===== config.mk =====
export PLATFORM = sky130hd
export DESIGN_NAME = multicycle_controller_flat
export DESIGN_NICKNAME = d
export VERILOG_FILES = /design/src/rtl/multicycle_controller_if.sv /design/src/rtl/multicycle_controller.sv /design/src/flat_wrapper.sv
export SDC_FILE = /design/constraint.sdc
export NUM_CORES = 1
export LEC_CHECK = 0
export BUFFER_PORTS_ARGS = -buffer_cell sky130_fd_sc_hd__buf_2
export CAP_MARGIN = 5
export CELL_PAD_IN_SITES_DETAIL_PLACEMENT = 0
export CELL_PAD_IN_SITES_GLOBAL_PLACEMENT = 1
export CORE_UTILIZATION = 31
export CTS_BUF_LIST = sky130_fd_sc_hd__clkbuf_4 sky130_fd_sc_hd__clkbuf_8
export CTS_CLUSTER_SIZE = 8
export DETAILED_ROUTE_END_ITERATION = 8
export HOLD_SLACK_MARGIN = 0.06
export PLACE_DENSITY = 0.91
export SKIP_LAST_GASP = 1
export SLEW_MARGIN = 20
export SYNTH_ARGS = -nofsm -noshare
export SYNTH_HDL_FRONTEND = slang
export SYNTH_SLANG_ARGS = --single-unit

===== constraint.sdc =====
create_clock -name clk -period 3.7 [get_ports clk]
set_input_delay 0.74 -clock clk [delete_from_list [all_inputs] [get_ports clk]]
set_output_delay 0.74 -clock clk [all_outputs]
set_load 0.02 [all_outputs]

===== src/rtl/multicycle_controller_if.sv =====
// rtl/multicycle_controller_if.sv - instruction fields, memory handshake and datapath control bundle
interface multicycle_controller_if;
    logic [6:0] opcode;
    logic [2:0] funct_3;
    logic       funct_7_5;
    logic       zero;
    logic       mem_ready;
    logic       mem_req;
    logic       mem_write;
    logic       adr_src;
    logic       ir_write;
    logic       pc_write;
    logic       reg_write;
    logic [1:0] result_src;
    logic [1:0] alu_src_a;
    logic [1:0] alu_src_b;
    logic [2:0] alu_ctrl;
    logic [1:0] imm_src;
    logic       illegal_instr;
    logic [3:0] state;

    modport master (
        input  opcode, funct_3, funct_7_5, zero, mem_ready,
        output mem_req, mem_write, adr_src, ir_write, pc_write, reg_write,
               result_src, alu_src_a, alu_src_b, alu_ctrl, imm_src,
               illegal_instr, state
    );

    modport slave (
        output opcode, funct_3, funct_7_5, zero, mem_ready,
        input  mem_req, mem_write, adr_src, ir_write, pc_write, reg_write,
               result_src, alu_src_a, alu_src_b, alu_ctrl, imm_src,
               illegal_instr, state
    );
endinterface


===== src/rtl/multicycle_controller.sv =====
// rtl/multicycle_controller.sv - control FSM for a shared-memory multi-cycle RV32I datapath
module multicycle_controller #(
    parameter logic [3:0] RESET_STATE = 4'd0
) (
    input  logic                          clk,
    input  logic                          rst_n,
    multicycle_controller_if.master       ctl
);
    typedef enum logic [3:0] {
        S_FETCH    = 4'd0,
        S_DECODE   = 4'd1,
        S_MEMADR   = 4'd2,
        S_MEMREAD  = 4'd3,
        S_MEMWB    = 4'd4,
        S_MEMWRITE = 4'd5,
        S_EXECR    = 4'd6,
        S_EXECI    = 4'd7,
        S_ALUWB    = 4'd8,
        S_BRANCH   = 4'd9,
        S_JAL      = 4'd10,
        S_TRAP     = 4'd11
    } state_e;

    localparam logic [6:0] OP_LW  = 7'b0000011;
    localparam logic [6:0] OP_SW  = 7'b0100011;
    localparam logic [6:0] OP_R   = 7'b0110011;
    localparam logic [6:0] OP_I   = 7'b0010011;
    localparam logic [6:0] OP_BR  = 7'b1100011;
    localparam logic [6:0] OP_JAL = 7'b1101111;

    localparam logic [2:0] ALU_ADD = 3'b000;
    localparam logic [2:0] ALU_SUB = 3'b001;
    localparam logic [2:0] ALU_AND = 3'b010;
    localparam logic [2:0] ALU_OR  = 3'b011;
    localparam logic [2:0] ALU_SLT = 3'b101;

    state_e state_q, state_d;

    logic       alu_f3_ok, r_ok, br_ok;
    logic [2:0] alu_op;
    logic       mem_req, mem_write, adr_src, ir_wr, pc_wr, reg_wr, illegal;
    logic [1:0] result_src, src_a, src_b, imm_src;
    logic [2:0] alu_ctrl;

    always_ff @(posedge clk or negedge rst_n) begin
        if (!rst_n) state_q <= state_e'(RESET_STATE);
        else        state_q <= state_d;
    end

    // Only add/slt/or/and are implemented; R-type funct_7_5 may only select sub.
    assign alu_f3_ok = (ctl.funct_3 == 3'b000) || (ctl.funct_3 == 3'b010) ||
                       (ctl.funct_3 == 3'b110) || (ctl.funct_3 == 3'b111);
    assign r_ok      = alu_f3_ok && !(ctl.funct_7_5 && (ctl.funct_3 != 3'b000));
    assign br_ok     = (ctl.funct_3[2:1] == 2'b00);

    always_comb begin
        alu_op = ALU_ADD;
        case (ctl.funct_3)
            3'b000:  alu_op = (ctl.opcode == OP_R && ctl.funct_7_5) ? ALU_SUB : ALU_ADD;
            3'b010:  alu_op = ALU_SLT;
            3'b110:  alu_op = ALU_OR;
            3'b111:  alu_op = ALU_AND;
            default: alu_op = ALU_ADD;
        endcase
    end

    always_comb begin
        imm_src = 2'b00;
        case (ctl.opcode)
            OP_SW:   imm_src = 2'b01;
            OP_BR:   imm_src = 2'b10;
            OP_JAL:  imm_src = 2'b11;
            default: imm_src = 2'b00;
        endcase
    end

    always_comb begin
        state_d    = state_q;
        mem_req    = 1'b0;
        mem_write  = 1'b0;
        adr_src    = 1'b0;
        ir_wr      = 1'b0;
        pc_wr      = 1'b0;
        reg_wr     = 1'b0;
        illegal    = 1'b0;
        result_src = 2'b00;
        src_a      = 2'b00;
        src_b      = 2'b00;
        alu_ctrl   = ALU_ADD;
        case (state_q)
            S_FETCH: begin
                mem_req    = 1'b1;
                src_b      = 2'b10;
                result_src = 2'b10;
                ir_wr      = ctl.mem_ready;
                pc_wr      = ctl.mem_ready;
                if (ctl.mem_ready) state_d = S_DECODE;
            end
            S_DECODE: begin
                src_a = 2'b01;
                src_b = 2'b01;
                case (ctl.opcode)
                    OP_LW, OP_SW: state_d = S_MEMADR;
                    OP_R:         state_d = r_ok ? S_EXECR : S_TRAP;
                    OP_I:         state_d = alu_f3_ok ? S_EXECI : S_TRAP;
                    OP_BR:        state_d = br_ok ? S_BRANCH : S_TRAP;
                    OP_JAL:       state_d = S_JAL;
                    default:      state_d = S_TRAP;
                endcase
            end
            S_MEMADR: begin
                src_a   = 2'b10;
                src_b   = 2'b01;
                state_d = (ctl.opcode == OP_SW) ? S_MEMWRITE : S_MEMREAD;
            end
            S_MEMREAD: begin
                mem_req = 1'b1;
                adr_src = 1'b1;
                if (ctl.mem_ready) state_d = S_MEMWB;
            end
            S_MEMWB: begin
                result_src = 2'b01;
                reg_wr     = 1'b1;
                state_d    = S_FETCH;
            end
            S_MEMWRITE: begin
                mem_req   = 1'b1;
                mem_write = 1'b1;
                adr_src   = 1'b1;
                if (ctl.mem_ready) state_d = S_FETCH;
            end
            S_EXECR: begin
                src_a    = 2'b10;
                alu_ctrl = alu_op;
                state_d  = S_ALUWB;
            end
            S_EXECI: begin
                src_a    = 2'b10;
                src_b    = 2'b01;
                alu_ctrl = alu_op;
                state_d  = S_ALUWB;
            end
            S_ALUWB: begin
                reg_wr  = 1'b1;
                state_d = S_FETCH;
            end
            S_BRANCH: begin
                src_a    = 2'b10;
                alu_ctrl = ALU_SUB;
                // funct_3[0] inverts the sense: beq takes on zero, bne on non-zero.
                pc_wr    = ctl.zero ^ ctl.funct_3[0];
                state_d  = S_FETCH;
            end
            S_JAL: begin
                src_a   = 2'b01;
                src_b   = 2'b10;
                pc_wr   = 1'b1;
                state_d = S_ALUWB;
            end
            S_TRAP: begin
                illegal = 1'b1;
                state_d = S_FETCH;
            end
            default: state_d = S_FETCH;
        endcase
    end

    // Strobes are masked by rst_n so a Mealy fetch completion cannot fire while reset is held.
    assign ctl.ir_write      = ir_wr  & rst_n;
    assign ctl.pc_write      = pc_wr  & rst_n;
    assign ctl.reg_write     = reg_wr & rst_n;
    assign ctl.mem_req       = mem_req;
    assign ctl.mem_write     = mem_write;
    assign ctl.adr_src       = adr_src;
    assign ctl.result_src    = result_src;
    assign ctl.alu_src_a     = src_a;
    assign ctl.alu_src_b     = src_b;
    assign ctl.alu_ctrl      = alu_ctrl;
    assign ctl.imm_src       = imm_src;
    assign ctl.illegal_instr = illegal;
    assign ctl.state         = state_q;
endmodule


===== src/flat_wrapper.sv =====
// flat-port wrapper written by rule: the top's interface ports become plain ports
module multicycle_controller_flat 
#(
    parameter logic [3:0] RESET_STATE = 4'd0
)
  (clk, rst_n, ctl_opcode, ctl_funct_3, ctl_funct_7_5, ctl_zero, ctl_mem_ready, ctl_mem_req, ctl_mem_write, ctl_adr_src, ctl_ir_write, ctl_pc_write, ctl_reg_write, ctl_result_src, ctl_alu_src_a, ctl_alu_src_b, ctl_alu_ctrl, ctl_imm_src, ctl_illegal_instr, ctl_state);
  multicycle_controller_if ctl_i ();
  input  logic clk;
  input  logic rst_n;
  input wire logic [$bits(ctl_i.opcode)-1:0] ctl_opcode;
  input wire logic [$bits(ctl_i.funct_3)-1:0] ctl_funct_3;
  input wire logic [$bits(ctl_i.funct_7_5)-1:0] ctl_funct_7_5;
  input wire logic [$bits(ctl_i.zero)-1:0] ctl_zero;
  input wire logic [$bits(ctl_i.mem_ready)-1:0] ctl_mem_ready;
  output wire logic [$bits(ctl_i.mem_req)-1:0] ctl_mem_req;
  output wire logic [$bits(ctl_i.mem_write)-1:0] ctl_mem_write;
  output wire logic [$bits(ctl_i.adr_src)-1:0] ctl_adr_src;
  output wire logic [$bits(ctl_i.ir_write)-1:0] ctl_ir_write;
  output wire logic [$bits(ctl_i.pc_write)-1:0] ctl_pc_write;
  output wire logic [$bits(ctl_i.reg_write)-1:0] ctl_reg_write;
  output wire logic [$bits(ctl_i.result_src)-1:0] ctl_result_src;
  output wire logic [$bits(ctl_i.alu_src_a)-1:0] ctl_alu_src_a;
  output wire logic [$bits(ctl_i.alu_src_b)-1:0] ctl_alu_src_b;
  output wire logic [$bits(ctl_i.alu_ctrl)-1:0] ctl_alu_ctrl;
  output wire logic [$bits(ctl_i.imm_src)-1:0] ctl_imm_src;
  output wire logic [$bits(ctl_i.illegal_instr)-1:0] ctl_illegal_instr;
  output wire logic [$bits(ctl_i.state)-1:0] ctl_state;
  assign ctl_i.opcode = ctl_opcode;
  assign ctl_i.funct_3 = ctl_funct_3;
  assign ctl_i.funct_7_5 = ctl_funct_7_5;
  assign ctl_i.zero = ctl_zero;
  assign ctl_i.mem_ready = ctl_mem_ready;
  assign ctl_mem_req = ctl_i.mem_req;
  assign ctl_mem_write = ctl_i.mem_write;
  assign ctl_adr_src = ctl_i.adr_src;
  assign ctl_ir_write = ctl_i.ir_write;
  assign ctl_pc_write = ctl_i.pc_write;
  assign ctl_reg_write = ctl_i.reg_write;
  assign ctl_result_src = ctl_i.result_src;
  assign ctl_alu_src_a = ctl_i.alu_src_a;
  assign ctl_alu_src_b = ctl_i.alu_src_b;
  assign ctl_alu_ctrl = ctl_i.alu_ctrl;
  assign ctl_imm_src = ctl_i.imm_src;
  assign ctl_illegal_instr = ctl_i.illegal_instr;
  assign ctl_state = ctl_i.state;
  multicycle_controller #(.RESET_STATE(RESET_STATE)) u_core (.clk(clk), .rst_n(rst_n), .ctl(ctl_i));
endmodule

==> summary.md, run 1 <==
| Metric | Value |
|---|---|
| Status | `finished, final reports clean` |
| Cts bufs inserted | `3` |
| Die Area | `2210 sq um` |
| Worst reg2reg setup slack | `about 1900 ps` |
| Worst-Margin Slew | `approximately 530 ps` |
| Core region area | `1820 sq um` |
| Max cap viols | `0` |
| Syn-to-layout area delta | `31.7%` |
| Post-synthesis register bit count | `4` |
| Layout cell share with drive strength beyond 1 | `0.341` |
| Hold crit path type | `primary input to asynchronous set/reset pin` |
| Xor-xnor portion of the synthesized cell area | `0.0558` |
| Max reg flops | `4` |
| Share of total power consumed by net switching | `0.560` |
| CP Buf/Inv Count | `2` |
| Slew Limit Fails | `0` |
| DIE HEIGHT | `47.0 um` |
| Clk_skew | `0.493 ps` |
| RSZ-0062 raised after global routing | `false` |
| Max transition margin | `0.644` |
| Slowest cell on crit path | `nor3_1` |
| Slowest stage delay, CP | `approximately 410 ps` |
| Ant. Diodes | `0` |
| CTS Root Buffer Type | `clkbuf_4` |
| Reg2Reg Capture Point | `u_core.ctl.state[2]` |
| Number of iterations in the first detailed-routing pass | `4` |
| First-pass GRT wire length | `2640 um` |
| Psw | `0.370 mW` |
| Mux share of post-synthesis cell area | `0.0319` |
| Via count | `between 700 and 800` |
| Lkg Pwr | `0.410 nW` |
| H-tree Lvls | `1` |
| Post-synth EDFFs | `0` |
| Post-Syn Instances | `~90` |
| Setup CP Type | `primary input to primary output` |
| FMAX | `approximately 360 MHz` |
| Crit share post-route | `0.744` |
| Row cnt | `15` |
| GR Overflow Total | `0` |
| Minimum clock period | `between 2000 and 3000 ps` |
| CTS tree | `yes` |
| Hold slack | `around 330 ps` |
| DRT iter0 DRCs | `13` |
| Clock Tree Buf Depth | `2` |
| Worst-path clk slew | `40 ps` |
| Startpoint Class | `primary input` |
| Overall Global Routing Usage | `0.163` |
| Final setup vio count | `0` |
| Mapped Area | `628 sq um` |
| Overall power | `0.660 mW` |
| Num ports | `37` |
| Via/cell ratio | `~5.2` |
| CTS resizes | `0` |
| Internal Power | `about 0.29 mW` |
| Mean post-synth cell area | `around 7 sq um` |
| Die width | `47.0 um` |
| Worst Setup End Kind | `primary output` |
| Worst Slack Setup Final | `about 950 ps` |
| Syn nets | `between 100 and 150` |
| Comb pwr share | `0.694` |
| Worst r2r src | `u_core.ctl.state[0]` |
| Starting Density | `0.345` |
| GP Congestion | `between 0.7 and 0.8` |
| CP most frequent cell | `buf_2` |
| CP delay by family, top | `simple AND/OR/NAND/NOR gates` |
| Cell Chain, Critical Path | `buf_2, nor3_1, and4_1, a41oi_1, o22ai_1, buf_2` |
| Post-CTS Hold Buffers | `0` |
| Synth Area in Adders | `0` |
| Worst slack, placed | `between 900 and 1000 ps` |
| Hpwl dp | `roughly 1300 um` |
| Sequential area share after synthesis | `0.159` |
| Sinks on Clock Net | `4` |
| Critical Path AT | `roughly 2000 ps` |
| Worst vdd ir | `slightly above 0.3 mV` |
| Largest family of logic cells by synthesized area | `simple AND/OR/NAND/NOR gates` |
| Antenna violations before repair | `0` |
| ANT nets after route | `0` |
| Power share of the clock group | `0.080` |
| Total wire length | `1640 um` |
| Setup bufs post-CTS | `0` |
| Synth Area in Simple Gates | `0.448` |
| Skew-Pair Late Insertion Delay | `~230 ps` |
| Netlist cell types | `39` |
| Top_reg_cell synth | `dfrtp_1` |
| WP data required | `between 2000 and 3000 ps` |
| Input/output buffers | `36` |
| Drt wl/cell | `approximately 11 um` |
| Seq pwr share | `0.226` |
| Largest net degree at the start of global routing | `21` |
| Compound-Gate Fraction of Synth Area | `0.237` |
| Fin Setup TNS | `0 ps` |
| YS warnings | `0` |
| Residual DRC count | `0` |
| Vias in the first global route | `slightly above 600` |
| Layout Nets | `140` |
| Post-synthesis async set-or-reset flop share | `1.00` |
| Worst reg-to-reg path cell count | `4` |
| Utilization after layout | `0.454` |
| Pwr dens | `~800 nW/um^2` |
| Crit Path Max Fanout | `5` |
| Hold Fails Final Rpt | `0` |
layout make-up:
type / instances / area [sq um]
Timing Repair Buffer: 36 / 180
Tap cell: 25 / 31.3
Sequential cell: 4 / 100
Multi-Input combinational cell: 78 / 485
Inverter: 2 / 7.51
Fill cell: 199 / 993
Clock buffer: 3 / 22.5
layout by cell type (no fill, tap or decap), drive strengths merged, types with 3 or more instances in the layout:
cell / instances
a21oi: 5
buf: 36
clkbuf: 3
dfrtp: 4
nand2: 9
nand2b: 7
nand3: 3
nor2: 9
nor3: 5
nor4: 3
o21ai: 5
through the flow:
stage,area [sq um],instances
after floorplan,628,91
after detailed placement,805,145
final,827,148
after global placement,805,145
after global routing,827,148
after CTS,827,148
how the worst max path moves through the flow:
stage | cells after the start | startpoint | slack (ps) | endpoint
after global routing | 6 | ctl_opcode[3] | 860 | ctl_alu_ctrl[0]
final | 6 | ctl_opcode[3] | 950 | ctl_alu_ctrl[0]
after global placement | 6 | ctl_opcode[3] | 970 | ctl_alu_ctrl[0]
after CTS | 6 | ctl_opcode[3] | 920 | ctl_alu_ctrl[0]
after detailed placement | 6 | ctl_opcode[3] | 930 | ctl_alu_ctrl[0]
after floorplan | 3 | u_core.ctl.state[2] | 1120 | ctl_ir_write
logic make-up (layout without fill, tap and decap cells):
group,count (synthesis),count (layout)
DFF,4,4
and+or+nand+nor,50,50
xor gates and xnor gates,4,4
muxes,2,2
buffers and inverters,9,41
AOI/OAI and AO/OA,22,22
power groups by stage:
stage               logic, mW  registers [mW]  clock network (mW)
CTS                     0.461           0.149              0.0560
global route            0.508           0.162              0.0611
floorplan               0.390           0.105                   0
finish                  0.458           0.149              0.0531
global placement        0.456           0.152                   0
detailed placement      0.459           0.150                   0
Yosys cell counts, types with 2 or more instances:
cell / instances / area, sq um
nor3b_1: 2 / 15.0
o21ai_0: 3 / 15.0
mux2i_1: 2 / 20.0
xnor2_1: 2 / 17.5
and4b_1: 2 / 20.0
nor4_1: 3 / 18.8
o21ai_1: 2 / 10.0
nand2_1: 9 / 33.8
nor3_1: 5 / 25.0
xor2_1: 2 / 17.5
inv_1: 2 / 7.51
clkbuf_1: 4 / 15.0
a21oi_1: 5 / 25.0
nand3_1: 3 / 15.0
dfrtp_1: 4 / 100
nor2_1: 9 / 33.8
a22oi_1: 2 / 15.0
o22ai_1: 2 / 12.5
nand2b_1: 7 / 43.8
and3_1: 2 / 12.5
routing by layer:
metal	global-route usage	wire, um	share of wire	vias up
li1	-	-	-	399
met1	0.239	816	0.50	356
met2	0.253	771	0.47	19
met3	0.0115	48	0.029	0
met4	0.0514	0	0	0
met5	0	0	0	-
No activity file was read; power rests on OpenSTA's default activity.
==> run 2: changes to the inputs <==
- CORE_UTILIZATION: 31 -> 26
- PLACE_DENSITY: 0.91 -> 0.82
- clock period: 3.7 -> 2.49 ns (I/O delays scaled with it)
==> run 2 against run 1 <==
Effect of this change: sequential cell count unchanged; largest cell class unchanged; combinational power increased by 71%; critical endpoint unchanged; cell area is 4.1% higher.
==> summary.md, run 2 (same netlist as run 1, synthesis figures left out) <==
| Metric | Value |
|---|---|
| DIE HEIGHT | `51.2 um (+8.8%)` |
| Pwr dens | `1200 nW/um^2 (+50%)` |
| Fin Setup TNS | `0 ps (unchanged)` |
| CTS resizes | `0 (unchanged)` |
| Cell Chain, Critical Path | `inv_1, or3_1, o22ai_1, buf_2` |
| Core region area | `2250 sq um (+24%)` |
| Layout cell share with drive strength beyond 1 | `0.362 (+0.0207)` |
| CP Buf/Inv Count | `2 (unchanged)` |
| Max transition margin | `0.631 (-0.0135)` |
| Die width | `51.2 um (+8.8%)` |
| First-pass GRT wire length | `3060 um (+16%)` |
| Row cnt | `17 (+2)` |
| Worst slack, placed | `397 ps (-529 ps)` |
| DRT iter0 DRCs | `18 (+5)` |
| Slowest stage delay, CP | `680 ps (+270 ps)` |
| Reg2Reg Capture Point | `u_core.ctl.state[2]` |
| FF+latch area | `100 sq um (unchanged)` |
| Worst-path clk slew | `40 ps (about the same)` |
| Hold crit path type | `primary input to asynchronous set/reset pin` |
| Vias in the first global route | `732 (+21%)` |
| Cts bufs inserted | `3 (unchanged)` |
| Setup bufs post-CTS | `0 (unchanged)` |
| Setup CP Type | `flip-flop to primary output` |
| Met1 wire length | `846 um (+3.7%)` |
| Input/output buffers | `36 (unchanged)` |
| Via/cell ratio | `5.39 (+3.0%)` |
| H-tree Lvls | `1 (unchanged)` |
| Clk_skew | `0.563 ps (+0.0696 ps)` |
| Die Area | `2620 sq um (+18%)` |
| DR WL met2 | `958 um (+24%)` |
| Clock Tree Buf Depth | `2 (unchanged)` |
| CP delay by family, top | `flip-flops` |
| Syn-to-layout area delta | `37.1%` |
| Fillers | `273 (+37%)` |
| Num ports | `37 (unchanged)` |
| Top sig layer | `met3` |
| FMAX | `roughly 450 MHz` |
| Post-CTS Hold Buffers | `0 (unchanged)` |
| Via count | `835 (+7.9%)` |
| Hpwl dp | `1440 um (+15%)` |
| GR Overflow Total | `0 (unchanged)` |
| Worst-Margin Slew | `554 ps (+20.3 ps)` |
| Slowest cell on crit path | `dfrtp_1` |
| Most frequent cells in the layout | `buf_2 (36), nand2_1 (9), nor2_1 (9), nand2b_1 (7)` |
| Drt wl/cell | `12.2 um (+11%)` |
| Hold Fails Final Rpt | `0 (unchanged)` |
| Multi-input logic area | `485 sq um (unchanged)` |
| DR WL met3 | `91 um (+90%)` |
| Worst vdd ir | `0.604 mV (+96%)` |
| WP data required | `1990 ps (-970 ps)` |
| Worst Setup End Kind | `primary output` |
| Slew Limit Fails | `0 (unchanged)` |
| CTS Root Buffer Type | `clkbuf_4` |
| Lkg Pwr | `0.431 nW (+5.0%)` |
| Minimum clock period | `approximately 2200 ps` |
| Worst reg2reg setup slack | `610 ps (-1310 ps)` |
| Max cap viols | `0 (unchanged)` |
| Crit share post-route | `0.897` |
| Number of iterations in the first detailed-routing pass | `4 (unchanged)` |
| RSZ-0062 raised after global routing | `false` |
| Starting Density | `0.279 (-0.0664)` |
| Sinks on Clock Net | `4 (unchanged)` |
| Crit Path Max Fanout | `17 (+12)` |
| Max reg flops | `4 (unchanged)` |
| ANT nets after route | `0 (unchanged)` |
| # placed instances | `152 (+4.8%)` |
| Ant. Diodes | `0 (unchanged)` |
| CTS tree | `yes` |
| Placement Cell Area | `838 sq um (+4.2%)` |
| GP Congestion | `0.799 (+7.3%)` |
| Layout Cells excl Fill | `155 (+4.7%)` |
| Status | `finished, final reports clean` |
| Total wire length | `1900 um (+16%)` |
| Overall Global Routing Usage | `0.146 (-0.0168)` |
| Worst r2r src | `u_core.ctl.state[0]` |
| Worst Slack Setup Final | `258 ps (-688 ps)` |
| Worst reg-to-reg path cell count | `5 (+1)` |
| Largest net degree at the start of global routing | `18 (-14%)` |
| Final setup vio count | `0 (unchanged)` |
| Layout Nets | `144 (+2.9%)` |
| Residual DRC count | `0 (unchanged)` |
| Antenna violations before repair | `0 (unchanged)` |
| Startpoint Class | `flip-flop` |
| Commonest non-fill, non-tap cell in the layout | `buf_2` |
| Critical Path AT | `1730 ps (-280 ps)` |
| Final non-filler cell area | `861 sq um (+4.1%)` |
| Skew-Pair Late Insertion Delay | `230 ps (about the same)` |
run 2: cell types whose count changed in the layout (fill, tap and decap cells not counted), sizes merged:
cell	before	now
buf	36	40
run 2: layout make-up:
type                    instances  area share
multi-input cells              78       0.564
repair buffers                 40       0.244
flip-flops and latches          4       0.116
well taps                      28      0.0407
clock buffers                   3      0.0262
inverters                       2     0.00872
run 2: through the flow:
step	power, mW	util	hold WS [ps]
after global routing	1.12	0.382	95.6
after global placement	0.938	0.372	325
final	1.03	0.382	91.0
after detailed placement	0.953	0.372	328
after floorplan	0.736	-	202
after CTS	1.04	0.382	81.0
run 2: worst max path at each step:
stage | start | end | cells after the start
2_1_floorplan | u_core.ctl.state[2] | ctl_ir_write | 3
3_3_place_gp | ctl_opcode[3] | ctl_alu_ctrl[0] | 6
3_5_place_dp | ctl_opcode[3] | ctl_alu_ctrl[0] | 6
4_1_cts | u_core.ctl.state[1] | ctl_alu_ctrl[0] | 4
5_1_grt | u_core.ctl.state[1] | ctl_alu_ctrl[0] | 4
6_report | u_core.ctl.state[1] | ctl_alu_ctrl[0] | 4
run 2: routing by layer:
| metal | GRT usage | up-vias |
|---|---|---|
| met3 | 0 | 0 |
| met1 | 0.189 | 391 |
| met5 | 0 | - |
| met2 | 0.263 | 31 |
| met4 | 0.0417 | 0 |
| li1 | - | 413 |
run 2: worst reg2reg max path: stages (launching register included):
cell	delay, ps
dfrtp_1	610
buf_4	230
or4b_4	490
and4b_1	260
a22oi_1	80
o32ai_2	110
run 2: where the power goes:
part	internal, mW	switching (mW)
Combinational	0.311	0.471
Clock	0.0537	0.0237
Sequential	0.0941	0.0774
Total	0.459	0.572
